<file path="config.mk">
export PLATFORM = sky130hd
export DESIGN_NAME = carry_chain_pipe
export DESIGN_NICKNAME = d
export VERILOG_FILES = /design/src/rtl/carry_chain_pipe.sv
export SDC_FILE = /design/constraint.sdc
export NUM_CORES = 1
export LEC_CHECK = 0
export ABC_AREA = 1
export CAP_MARGIN = 20
export CORE_ASPECT_RATIO = 1.1
export CORE_MARGIN = 2
export CORE_UTILIZATION = 33
export CTS_BUF_LIST = sky130_fd_sc_hd__clkbuf_4
export CTS_CLUSTER_DIAMETER = 100
export DETAILED_ROUTE_END_ITERATION = 16
export GPL_TIMING_DRIVEN = 0
export PLACE_DENSITY_LB_ADDON = 0.08
export SETUP_SLACK_MARGIN = 0.05
export SYNTH_ARGS = -nofsm -noshare
export SYNTH_HDL_FRONTEND = slang
export SYNTH_SLANG_ARGS = --single-unit
</file>
<file path="constraint.sdc">
create_clock -name clk -period 1.9 [get_ports clk]
set_input_delay 0.285 -clock clk [delete_from_list [all_inputs] [get_ports clk]]
set_output_delay 0.285 -clock clk [all_outputs]
set_load 0.005 [all_outputs]
</file>
<file path="src/rtl/carry_chain_pipe.sv">
// carry_chain_pipe: pipelined generate/propagate carry-chain evaluator.
// Evaluates c[i+1] = g[i] | (p[i] & c[i]) over N positions, SEG positions
// per register stage. A valid/ready handshake provides back-pressure, and a
// chained mode feeds the carry-out of one word into the next word.
module carry_chain_pipe #(
    parameter int N   = 8,
    parameter int SEG = 3
) (
    input  logic         clk,
    input  logic         rst_n,
    input  logic         in_valid,
    output logic         in_ready,
    input  logic [N-1:0] g,
    input  logic [N-1:0] p,
    input  logic         carry_in,
    input  logic         chain_mode,
    input  logic         in_first,
    output logic         out_valid,
    input  logic         out_ready,
    output logic [N-1:0] carries,
    output logic         carry_out
);

    localparam int L  = (N + SEG - 1) / SEG;
    localparam int OW = $clog2(L + 1) + 1;
    localparam logic [OW-1:0] OCC_ONE  = OW'(1);
    localparam logic [OW-1:0] OCC_ZERO = OW'(0);

    logic          advance_s;
    logic          in_xfer_s;
    logic          out_xfer_s;
    logic          c0_s;
    logic [OW-1:0] occ_r;
    logic          saved_carry_r;

    // The pipeline moves as a whole unless the output is valid and blocked.
    always_comb begin
        advance_s  = !out_valid || out_ready;
        out_xfer_s = out_valid && out_ready;
        if (chain_mode) begin
            in_ready = advance_s && (occ_r == OCC_ZERO);
        end else begin
            in_ready = advance_s;
        end
        in_xfer_s = in_valid && in_ready;
    end

    // Chain carry-in: a continuation word takes the saved carry.
    always_comb begin
        if (chain_mode && !in_first) begin
            c0_s = saved_carry_r;
        end else begin
            c0_s = carry_in;
        end
    end

    for (genvar k = 0; k < L; k++) begin : g_stage
        logic [N-1:0] src_g_s;
        logic [N-1:0] src_p_s;
        logic [N-1:0] src_car_s;
        logic         src_c_s;
        logic         src_vld_s;
        logic         src_chn_s;
        logic [N-1:0] car_nxt_s;
        logic         cseg_nxt_s;

        logic         vld_r;
        logic         chn_r;
        logic         cseg_r;
        logic [N-1:0] car_r;
        logic [N-1:0] g_r;
        logic [N-1:0] p_r;

        if (k == 0) begin : g_src_in
            assign src_g_s   = g;
            assign src_p_s   = p;
            assign src_car_s = '0;
            assign src_c_s   = c0_s;
            assign src_vld_s = in_xfer_s;
            assign src_chn_s = chain_mode;
        end else begin : g_src_prev
            assign src_g_s   = g_stage[k-1].g_r;
            assign src_p_s   = g_stage[k-1].p_r;
            assign src_car_s = g_stage[k-1].car_r;
            assign src_c_s   = g_stage[k-1].cseg_r;
            assign src_vld_s = g_stage[k-1].vld_r;
            assign src_chn_s = g_stage[k-1].chn_r;
        end

        // Ripple this stage's segment; earlier carries pass through untouched.
        always_comb begin
            logic c_v;
            c_v       = src_c_s;
            car_nxt_s = src_car_s;
            for (int i = 0; i < N; i++) begin
                if ((i >= k * SEG) && (i < (k + 1) * SEG)) begin
                    c_v          = src_g_s[i] | (src_p_s[i] & c_v);
                    car_nxt_s[i] = c_v;
                end else begin
                    car_nxt_s[i] = src_car_s[i];
                end
            end
            cseg_nxt_s = c_v;
        end

        // Stage register: loads on advance, otherwise holds (stall).
        always_ff @(posedge clk or negedge rst_n) begin
            if (!rst_n) begin
                vld_r  <= 1'b0;
                chn_r  <= 1'b0;
                cseg_r <= 1'b0;
                car_r  <= '0;
                g_r    <= '0;
                p_r    <= '0;
            end else if (advance_s) begin
                vld_r  <= src_vld_s;
                chn_r  <= src_chn_s;
                cseg_r <= cseg_nxt_s;
                car_r  <= car_nxt_s;
                g_r    <= src_g_s;
                p_r    <= src_p_s;
            end
        end
    end

    assign out_valid = g_stage[L-1].vld_r;
    assign carries   = g_stage[L-1].car_r;
    assign carry_out = g_stage[L-1].car_r[N-1];

    // Occupancy: words accepted but not yet handed downstream.
    always_ff @(posedge clk or negedge rst_n) begin
        if (!rst_n) begin
            occ_r <= OCC_ZERO;
        end else if (in_xfer_s && !out_xfer_s) begin
            occ_r <= occ_r + OCC_ONE;
        end else if (out_xfer_s && !in_xfer_s) begin
            occ_r <= occ_r - OCC_ONE;
        end
    end

    // Saved carry follows only chain-mode words as they leave.
    always_ff @(posedge clk or negedge rst_n) begin
        if (!rst_n) begin
            saved_carry_r <= 1'b0;
        end else if (out_xfer_s && g_stage[L-1].chn_r) begin
            saved_carry_r <= carry_out;
        end
    end

endmodule

</file>
# ---- Yosys cells after proc, flatten, opt, wreduce, memory -nomap -nowiden
# Cells that the tools add are included.
dict set report word_totals {
  out_inout_bits 11
  input_bits 23
  romBits 0
  ramBits 0
  register_bits 61
  mem_count 0
  latch_bits 0
  elab_cells 53
}
dict set report classes {
  div 0
  bitwise 16
  n_lt_le_gt_ge 0
  mul 0
  n_eq_ne 0
  n_mux 4
  n_shift 0
  add_sub_neg 2
  reduce_logical 14
}
# operator count
set op_table {}
lappend op_table {{$and 1x1->1} 8}
lappend op_table {{$or 1x1->1} 8}
lappend op_table {{$logic_and 1x1->1} 7}
lappend op_table {{$mux 3} 2}
lappend op_table {{$logic_not 1->1} 4}
lappend op_table {{$add 3x1->3 const B} 1}
lappend op_table {{$logic_not 3->1} 1}
lappend op_table {{$sub 3x1->3 const B} 1}
lappend op_table {{$mux 1} 2}
lappend op_table {{$reduce_bool 2->1} 1}
lappend op_table {{$logic_or 1x1->1} 1}

# ---- Depth between registers and ports, before layout
# Gate-level depths: netlist of run 1.
dict set report depth {
  ltp_word 9
  ltp_mapped 13
  depth_no_buf 13
}

# ---- Worst setup path before layout of run 1
# No wires, ideal clock.
dict set report synth_timing {
  kind {reg-to-reg}
  start {register g_stage[2].vld_r, in the netlist out_valid}
  end {register occ_r[2]}
  setup_time_ns 0.124
  arrival_ns 1.818
  slack_ns -0.042
  required_ns 1.776
  stages_incl_launch_ff 14
  n_path_buf 0
  period_less_slack_ns 1.942
  path_cell_list {dfrtp_1 inv_1 nor2_4 nor2_1 inv_1 nand2_1 inv_1 nor2_1 ha_1 inv_1 fa_1 a21oi_1 o21ai_0 xnor2_1}
}
dict set report synth_via {
  elab_chain_cells 8
  elab_cells_between_ends 12
  classes_between {mux (2); reduce/logical (10)}
}
# element line
set synth_lines {}
lappend synth_lines {{start, declared} 67} ;# logic vld_r;
lappend synth_lines {{start signal, assigned} 116} ;# vld_r <= src_vld_s;
lappend synth_lines {{$logic_not 1->1 *} 38} ;# advance_s = !out_valid || out_ready;
lappend synth_lines {{$logic_or 1x1->1 *} 38}
lappend synth_lines {{$logic_and 1x1->1} 41} ;# in_ready = advance_s && (occ_r == OCC_ZERO);
lappend synth_lines {{$mux 1 *} 40} ;# if (chain_mode) begin
lappend synth_lines {{named net in_ready} 12} ;# output logic in_ready,
lappend synth_lines {{$logic_and 1x1->1 *} 45} ;# in_xfer_s = in_valid && in_ready;
lappend synth_lines {{named net g_stage[0].src_vld_s} 62} ;# logic src_vld_s;
lappend synth_lines {{$logic_not 1->1} 136} ;# end else if (out_xfer_s && !in_xfer_s) begin
lappend synth_lines {{$logic_and 1x1->1} 136}
lappend synth_lines {{$reduce_bool 2->1 (no source line)} -}
lappend synth_lines {{end signal, assigned} 135} ;# occ_r <= occ_r + OCC_ONE;
lappend synth_lines {{end signal, assigned} 137} ;# occ_r <= occ_r - OCC_ONE;
lappend synth_lines {{end, declared} 33} ;# logic [OW-1:0] occ_r;
# The timed path passes the listed nets; every way through them passes the cells marked *.
# A chain may end at the register's enable or synchronous reset.

# ---- Final worst setup path of run 1
dict set report layout_timing {
  start {register g_stage[2].vld_r, in the netlist out_valid}
  end {register occ_r[2]}
}
dict set report layout_via {
  elab_chain_cells 8
  elab_cells_between_ends 12
  classes_between {mux (2); reduce/logical (10)}
}
# element line
set layout_lines {}
lappend layout_lines {{$logic_not 1->1 *} 38}
lappend layout_lines {{$logic_or 1x1->1 *} 38}
lappend layout_lines {{$logic_and 1x1->1} 41}
lappend layout_lines {{$mux 1 *} 40}
lappend layout_lines {{$logic_and 1x1->1 *} 45}
lappend layout_lines {{named net g_stage[0].src_vld_s} 62}
lappend layout_lines {{$logic_not 1->1} 136}
lappend layout_lines {{$logic_and 1x1->1} 136}
lappend layout_lines {{$reduce_bool 2->1 (no source line)} -}
# Marked as above.

==> results.json, run 1 <==
{
  "totalWireLength_mm": 3.570,
  "switching_share": 0.3381,
  "synthTopCellsByArea": "dfrtp_1, nand2_1, o21ai_0, inv_1, nor2_1",
  "powerDensity_nw_per_um2": 1346,
  "netlist_instances": 188,
  "crit_top_cell": "inv_2",
  "final_common_cell": "nand2_1",
  "period_share": 0.9872,
  "hold_buffers": 0,
  "clock_sinks": 41,
  "vias": 1321,
  "regToRegSetupSlack_ps": 20,
  "rows": 27,
  "clockBufferDepth": 2,
  "tightest_slew_ps": 926.4,
  "ant_nets": 0,
  "ys_ff_latch": 41,
  "rsz0062_at_grt": "true",
  "crit_path_max_incr_delay_ps": 420,
  "grt_pass1_wl_mm": 5.947,
  "die_x_um": 72.39,
  "core-area_um2": 5000,
  "antenna_found_initial": 0,
  "path_max_fanout": 4,
  "yosysWarnings": 0,
  "grt.total_usage": 0.1350,
  "status": "finished clean",
  "routedWlPerCell_um": 12.18,
  "use_met2": 0.2202,
  "dpl.hpwl_mm": 2.511,
  "finalMaxSlewViolations": 0,
  "viasPerCell": 4.509,
  "dr.first_iter.drc_count": 69,
  "layout-drive-gt1-share": 0.1617,
  "cp.arrival_ps": 2120,
  "htreeDepth": 2,
  "leakage_nw": 1.085,
  "use_met3": 0.02665,
  "clock_latency_ps": 340,
  "whs_ps": 53.25,
  "synth_top_area_share": 0.6043,
  "netlist_area_um2": 1698,
  "io_pins": 34,
  "clock-skew-final_ps": 6.961,
  "top_usage_layer": "met2",
  "cts_buffers": 5,
  "place_congestion": 0.7618,
  "area_delta_synth_final_pct": 30.58,
  "avgSynthCellArea_um2": 9.031,
  "synth_nets": 213,
  "antenna_cells": 0,
  "crit_slowest_cell": "dfrtp_1",
  "grt_overflow": 0,
  "hp-class": "primary input to async pin",
  "max_cap_violations": 0,
  "yosysTopAreaCell": "dfrtp_1",
  "die_h_um": 79.23,
  "drc_errors": 0,
  "yosysUniqueCellTypes": 20,
  "first_global_vias": 1353,
  "startpoint_type": "flip-flop",
  "path_cells": "inv_2 > nor2_4 > nor2_2 > inv_1 > nand2_2 > inv_2 > nor2_2 > ha_2 > inv_2 > fa_2 > a21oi_2 > o21ai_1 > xnor2_1",
  "mostFrequentLayoutCells": "nand2_1, dfrtp_1, clkdlybuf4s50_1, inv_1, o21ai_0",
  "cts-root-buf": "clkbuf_4",
  "setup_viol": 0,
  "initial_core_util": 0.3396,
  "grt_max_degree": 42,
  "met1_usage": 0.1664,
  "p_switching_w": 0.001009,
  "clockPowerShare": 0.138,
  "cts_tree": "done",
  "fill_cells": 506,
  "hold_viol_final": 0,
  "relSlewSlack": 0.3824,
  "p_int_w": 0.001975,
  "numPortBuffers": 33,
  "vdd_drop_max_uv": 576.7,
  "path_clk_slew_ps": 110,
  "final.setup.tns_ps": 0,
  "worstSetupPathType": "flip-flop to flip-flop",
  "final_nets": 260,
  "period_minus_slack_ps": 1876,
  "comb_power_share": 0.383,
  "pwr-share-seq": 0.478,
  "required_ps": 2140,
  "end_kind": "flip-flop",
  "drt_pre_antenna_iters": 4,
  "synth_seq_area_share": 0.6043,
  "dieArea_um2": 5735,
  "fmax_ghz": 0.5332
}
[power by group through the flow]
stage	Clock (W)	Combinational [W]	Sequential, W
floorplan	0	0.000603	0.00141
global placement	0	0.00104	0.00144
detailed placement	0	0.00106	0.00145
CTS	0.000430	0.00114	0.00142
global route	0.000476	0.00129	0.00147
finish	0.000413	0.00114	0.00143
[layer usage]
layer  up-vias  part of all wire  wire length [um]
li1        671                 -                 -
met1       616              0.45              1614
met2        26              0.49              1749
met3         8             0.035               126
met4         0             0.022                79
met5         -                 0                 0
[Yosys cell counts]
| cell type | instances |
|---|---|
| a21oi_1 | 6 |
| a31oi_1 | 2 |
| buf_2 | 5 |
| buf_4 | 1 |
| buf_6 | 2 |
| dfrtp_1 | 41 |
| fa_1 | 1 |
| ha_1 | 1 |
| inv_1 | 18 |
| inv_2 | 1 |
| mux2_2 | 1 |
| nand2_1 | 75 |
| nand3_1 | 3 |
| nor2_1 | 9 |
| nor2_4 | 1 |
| nor3_1 | 1 |
| o21ai_0 | 16 |
| o221ai_1 | 1 |
| or2_2 | 1 |
| xnor2_1 | 2 |
[sequential cells by signal, summed over array words and instances (netlist names)]
| register | flops |
|---|---|
| carries | 8 |
| g_stage.p_r | 7 |
| g_stage.g_r | 7 |
| g_stage.vld_r | 2 |
| g_stage.chn_r | 3 |
| g_stage.cseg_r | 2 |
| occ_r | 3 |
| g_stage.car_r | 7 |
| out_valid | 1 |
| saved_carry_r | 1 |
[metrics by stage]
stage               utilization  cells  power (W)  setup WS [ps]  instance area [um^2]
floorplan                     -    188   0.002017          18.95                  1703
global route             0.4434    293   0.003239         -101.1                  2217
detailed placement       0.4202    279   0.002510         -507.5                  2101
CTS                      0.4379    291   0.002989         -24.09                  2190
finish                   0.4434    293   0.002983          24.40                  2217
global placement         0.4212    279   0.002477         -462.6                  2106
[critical path, delay by kind of cell (launching register included)]
family | cells | cell delay (ps)
XOR/XNOR | 1 | 120
AND/OR/NAND/NOR | 4 | 280
flip-flops | 1 | 420
adder cells (fa/ha/maj) | 2 | 530
AO/OA/AOI/OAI | 2 | 190
buffers and inverters | 4 | 220
[final cells by class]
class                      count  area, um^2  area share
clock inverter                 1       3.754    0.001693
inverter                      19       71.32     0.03217
timing repair buffer          40       374.1      0.1687
buffer                         8       55.05     0.02483
multi-input combinational    120       569.3      0.2568
sequential                    41        1026      0.4628
clock buffer                   6       45.04     0.02032
tap                           58       72.57     0.03273
[timing repair]
action / 4_1_cts / 5_1_grt
setup buffers: 5 / 2
pin swaps: 3 / 1
cloned: 0 / 0
endpoints found under the setup margin: 3 / 2
gates resized for setup: 5 / 5
[final timing paths]
check | from | end | cells after the start
max | out_valid | occ_r[2] | 13
min | rst_n | g_stage[0].g_r[6] | 1
max reg2reg | out_valid | occ_r[2] | 13
min reg2reg | g_stage[1].vld_r | out_valid | 2
max in group asynchronous | rst_n | carries[2] | 1
min in group clk | out_ready | saved_carry_r | 3
[cell families (layout without fill, tap and decap cells)]
kind of cell / count (synthesis) / in the layout / synth area share
AND/OR/NAND/NOR: 90 / 90 / 0.2078
flip-flops: 41 / 41 / 0.6043
buffers and inverters: 27 / 74 / 0.07442
AO/OA/AOI/OAI: 25 / 25 / 0.07738
adder cells (fa/ha/maj): 2 / 2 / 0.01916
XOR/XNOR: 2 / 2 / 0.01032
multiplexers: 1 / 1 / 0.006632
No activity file was read; power rests on OpenSTA's default activity.
==> run 2, diff against run 1 <==
Settings changed: CTS_CLUSTER_DIAMETER 100 to 120, SKIP_CTS_REPAIR_TIMING set to 1.
==> results.json, run 2 (synthesis gave the netlist of run 1 again) <==
{
  "violations": "setup timing",
  "rsz0062_at_grt": "true",
  "powerDensity_nw_per_um2": 1346,
  "clock_sinks": 41,
  "cp_top_family": "adder cells",
  "antenna_found_initial": 0,
  "relSlewSlack": 0.3863,
  "die_x_um": 72.39,
  "cts_buffers": 5,
  "leakage_nw": 1.087,
  "cts_tree": "done",
  "dpl.hpwl_mm": 2.511,
  "grt_max_degree": 42,
  "grt.total_usage": 0.1347,
  "crit_slowest_cell": "dfrtp_1",
  "layout-drive-gt1-share": 0.1502,
  "hp-class": "primary input to async pin",
  "period_share": 1.027,
  "startpoint_type": "flip-flop",
  "final_common_cell": "nand2_1",
  "dpl_cell_area_um2": 2101,
  "whs_ps": 47.08,
  "tightest_slew_ps": 920.5,
  "finalMaxSlewViolations": 0,
  "totalWireLength_mm": 3.604,
  "vdd_drop_max_uv": 603.3,
  "max_cap_violations": 0,
  "final_core_util": 0.4424,
  "crit_path_max_incr_delay_ps": 430,
  "clockBufferDepth": 2,
  "numPortBuffers": 33,
  "vias": 1329,
  "mostFrequentLayoutCells": "nand2_1, dfrtp_1, clkdlybuf4s50_1, inv_1, o21ai_0",
  "hold_viol_final": 0,
  "path_cells": "inv_2 > nor2_4 > inv_2 > nand2_2 > nand2_2 > inv_2 > nor2_2 > ha_2 > inv_2 > fa_2 > mux2_4",
  "fill_cells": 506,
  "clock-skew-final_ps": 11.13,
  "drt_pre_antenna_iters": 5,
  "path_buf_inv": 4,
  "dr.first_iter.drc_count": 70,
  "path_max_fanout": 4,
  "io_pins": 34,
  "postLayoutSetupSlackWorst_ps": -51.96,
  "period_minus_slack_ps": 1952,
  "die_h_um": 79.23,
  "worstSetupPathType": "flip-flop to flip-flop",
  "drc_errors": 0,
  "routedWlPerCell_um": 12.38,
  "antenna_cells": 0,
  "cts-root-buf": "clkbuf_4",
  "status": "finished, violations left",
  "htreeDepth": 2,
  "end_kind": "flip-flop",
  "largest_register_ffs": 8,
  "required_ps": 2140,
  "rows": 27,
  "grt_pass1_wl_mm": 5.947,
  "area_delta_synth_final_pct": 30.29,
  "grt_overflow": 0,
  "crit_top_cell": "inv_2",
  "dp_slack_ps": -507.5,
  "place_congestion": 0.7618,
  "fmax_ghz": 0.5123,
  "clock_latency_ps": 350,
  "path_clk_slew_ps": 110,
  "viasPerCell": 4.567,
  "final_nets": 258,
  "ant_nets": 0,
  "first_global_vias": 1337,
  "core-area_um2": 5000,
  "fin_area_um2": 2212,
  "cp.arrival_ps": 2200,
  "initial_core_util": 0.3396,
  "dieArea_um2": 5735,
  "setup_viol": 2,
  "power_w": 0.002978
}
==> run 2: cell count changes in the layout (fill, tap and decap cells not counted) <==
cell,previous run,this run
buf_4,9,6
clkdlybuf4s50_1,30,31
dlygate4sd2_1,1,0
dlymetal6s2s_1,0,1
mux2_2,1,0
mux2_4,0,1
==> run 2: layer usage <==
layer | wire, um | GRT usage | up-vias
met5 | 0 | 0 | -
met4 | 79 | 0.07407 | 0
met3 | 138 | 0.02665 | 8
met2 | 1750 | 0.2193 | 32
met1 | 1636 | 0.1664 | 621
li1 | - | - | 668
==> run 2: per-stage QoR <==
stage,setup TNS [ps],std cells
2_1_floorplan,0,188
3_3_place_gp,-19790,279
3_5_place_dp,-1049,279
4_1_cts,-419.6,286
5_1_grt,-269.3,291
6_report,-68.82,291
==> run 2: where the power goes <==
group	internal [W]	switching, W	total [W]	leakage, nW
Combinational	0.000594	0.000533	0.00113	0.580
Clock	0.000149	0.000264	0.000412	0.0292
Sequential	0.00122	0.000214	0.00144	0.478
Total	0.00197	0.00101	0.00298	1.09
==> run 2: final timing paths <==
path	start	endpoint	slack, ps	cells past startpoint
hold reg to reg	g_stage[1].vld_r	out_valid	470	2
setup / recovery	out_valid	occ_r[1]	-50	11
hold / removal	rst_n	g_stage[0].g_r[6]	50	1
min in group clk	p[7]	g_stage[0].p_r[7]	460	3
setup reg to reg	out_valid	occ_r[1]	-50	11
max in group asynchronous	rst_n	carries[2]	1260	1
==> run 2: cell type report <==
cell class                      instances  area, um^2  share of cell area
Sequential cell                        41        1026              0.4638
Multi-Input combinational cell        120       573.1              0.2591
Timing Repair Buffer                   38       365.4              0.1652
Tap cell                               58       72.57             0.03281
Inverter                               19       71.32             0.03224
Buffer                                  8       55.05             0.02489
Clock buffer                            6       45.04             0.02036
Clock inverter                          1       3.754            0.001697
==> run 2: worst register-to-register path, delay by kind of cell, from the launching register on <==
| family | cells | cell delay (ps) |
|---|---|---|
| adders and majority gates | 2 | 600 |
| buffers and inverters | 4 | 250 |
| muxes | 1 | 270 |
| DFF | 1 | 430 |
| and+or+nand+nor | 4 | 300 |
==> run 3, diff against run 2 <==
Settings changed: CORE_ASPECT_RATIO 1.1 to 0.9.
==> results.json, run 3 (synthesis gave the netlist of run 1 again) <==
{
  "status": "finished, violations left",
  "violations": "setup timing",
  "vias": 1342,
  "path_max_fanout": 4,
  "final_nets": 260,
  "rr_worst_depth": 11,
  "hp-class": "primary input to async pin",
  "dr.first_iter.drc_count": 96,
  "use_met2": 0.2120,
  "area_delta_synth_final_pct": 33.97,
  "dpl_cell_area_um2": 2130,
  "cts_tree": "done",
  "antenna_cells": 0,
  "rsz0062_at_grt": "true",
  "numPortBuffers": 33,
  "antenna_found_initial": 0,
  "postLayoutSetupSlackWorst_ps": -24.04,
  "end_kind": "flip-flop",
  "clock_latency_ps": 340,
  "reg2reg_to": "occ_r[1]",
  "powerDensity_nw_per_um2": 1376,
  "grt_pass1_wl_mm": 6.203,
  "clock_sinks": 41,
  "worstSetupPathType": "primary input to flip-flop",
  "comb_power_share": 0.364,
  "clockPowerShare": 0.179,
  "dpl.hpwl_mm": 2.471,
  "viasPerCell": 4.458,
  "cp.arrival_ps": 2160,
  "final_core_util": 0.4647,
  "switching_share": 0.3239,
  "fin_area_um2": 2275,
  "final_common_cell": "nand2_1",
  "htreeDepth": 2,
  "fmax_ghz": 0.5197,
  "ant_nets": 0,
  "crit_path_max_incr_delay_ps": 480,
  "cts_buffers": 5,
  "top_usage_layer": "met2",
  "mostFrequentLayoutCells": "nand2_1, dfrtp_1, clkdlybuf4s50_1, inv_1, o21ai_0",
  "die_x_um": 79.61,
  "core-area_um2": 4895,
  "layout-drive-gt1-share": 0.1568,
  "rows": 24,
  "period_minus_slack_ps": 1924,
  "pwr-share-seq": 0.456,
  "cts-root-buf": "clkbuf_4",
  "clockBufferDepth": 2,
  "clock-skew-final_ps": 14.17,
  "largest_register_ffs": 8,
  "startpoint_type": "primary input",
  "crit_slowest_cell": "clkdlybuf4s50_1",
  "dieArea_um2": 5736,
  "routedWlPerCell_um": 11.62,
  "io_pins": 34,
  "met1_usage": 0.2021,
  "leakage_nw": 1.101,
  "vdd_drop_max_uv": 520.4,
  "p_int_w": 0.002116,
  "regToRegSetupSlack_ps": 10,
  "hold_viol_final": 0,
  "use_met3": 0.03483,
  "drc_errors": 0,
  "r2r_start": "out_valid",
  "finalMaxSlewViolations": 0,
  "period_share": 1.013,
  "totalWireLength_mm": 3.499,
  "drt_pre_antenna_iters": 4,
  "grt_max_degree": 39,
  "required_ps": 2140,
  "die_h_um": 72.05,
  "relSlewSlack": 0.8518,
  "initial_core_util": 0.3469,
  "power_w": 0.003130,
  "setup_viol": 3,
  "path_clk_slew_ps": 120,
  "max_cap_violations": 0,
  "path_cells": "clkdlybuf4s50_1 > nor2_4 > nor2_2 > inv_1 > nand2_2 > inv_2 > nor2_2 > ha_2 > inv_2 > fa_2 > mux2_2",
  "dp_slack_ps": -501.3,
  "place_congestion": 0.7426,
  "dp_cells": 287,
  "final_cells": 301,
  "first_global_vias": 1323,
  "tightest_slew_ps": 219.9,
  "p_switching_w": 0.001014,
  "grt.total_usage": 0.1404,
  "grt_overflow": 0
}
[run 3: metal layers]
metal  routed length (um)  vias up
met5                    0        -
met4                   43        0
met3                  140        6
met2                 1589       30
met1                 1725      632
li1                     -      674
[run 3: power groups by stage]
stage | Sequential (W) | Clock, W | Combinational, W
after floorplan | 0.00141 | 0 | 0.000603
after global placement | 0.00144 | 0 | 0.00104
after detailed placement | 0.00145 | 0 | 0.00107
after CTS | 0.00143 | 0.000582 | 0.00107
after global routing | 0.00148 | 0.000629 | 0.00132
final | 0.00143 | 0.000562 | 0.00114
[run 3: area by class of cell]
| cell class | count | area, um^2 |
|---|---|---|
| multi-input cells | 120 | 569.3 |
| well taps | 65 | 81.33 |
| inverters | 19 | 71.32 |
| fillers | 476 | 2620 |
| plain buffers | 8 | 55.05 |
| flip-flops and latches | 41 | 1026 |
| clock inverters | 2 | 33.78 |
| repair buffers | 40 | 392.9 |
| clock buffers | 6 | 45.04 |
[run 3: critical path: cells and delay by family]
kind	cells	cell delay (ps)
multiplexers	1	260
buffers and inverters	4	690
adder cells (fa/ha/maj)	2	600
AND/OR/NAND/NOR	4	330
[run 3: stage by stage]
stage,hold slack [ps],TNS [ps]
2_1_floorplan,-10.59,0
3_3_place_gp,442.1,-20850
3_5_place_dp,107.5,-1089
4_1_cts,-273.2,-455.6
5_1_grt,275.6,-394.0
6_report,273.5,-57.43
[run 3: how the worst max path moves through the flow]
stage / startpoint / slack, ps / endpoint
finish: out_ready / -20 / occ_r[1]
floorplan: out_valid / 20 / occ_r[1]
global placement: rst_n / -490 / g_stage[0].g_r[3]
detailed placement: out_ready / -500 / occ_r[1]
global route: occ_r[1] / -150 / occ_r[2]
CTS: out_valid / -190 / occ_r[1]
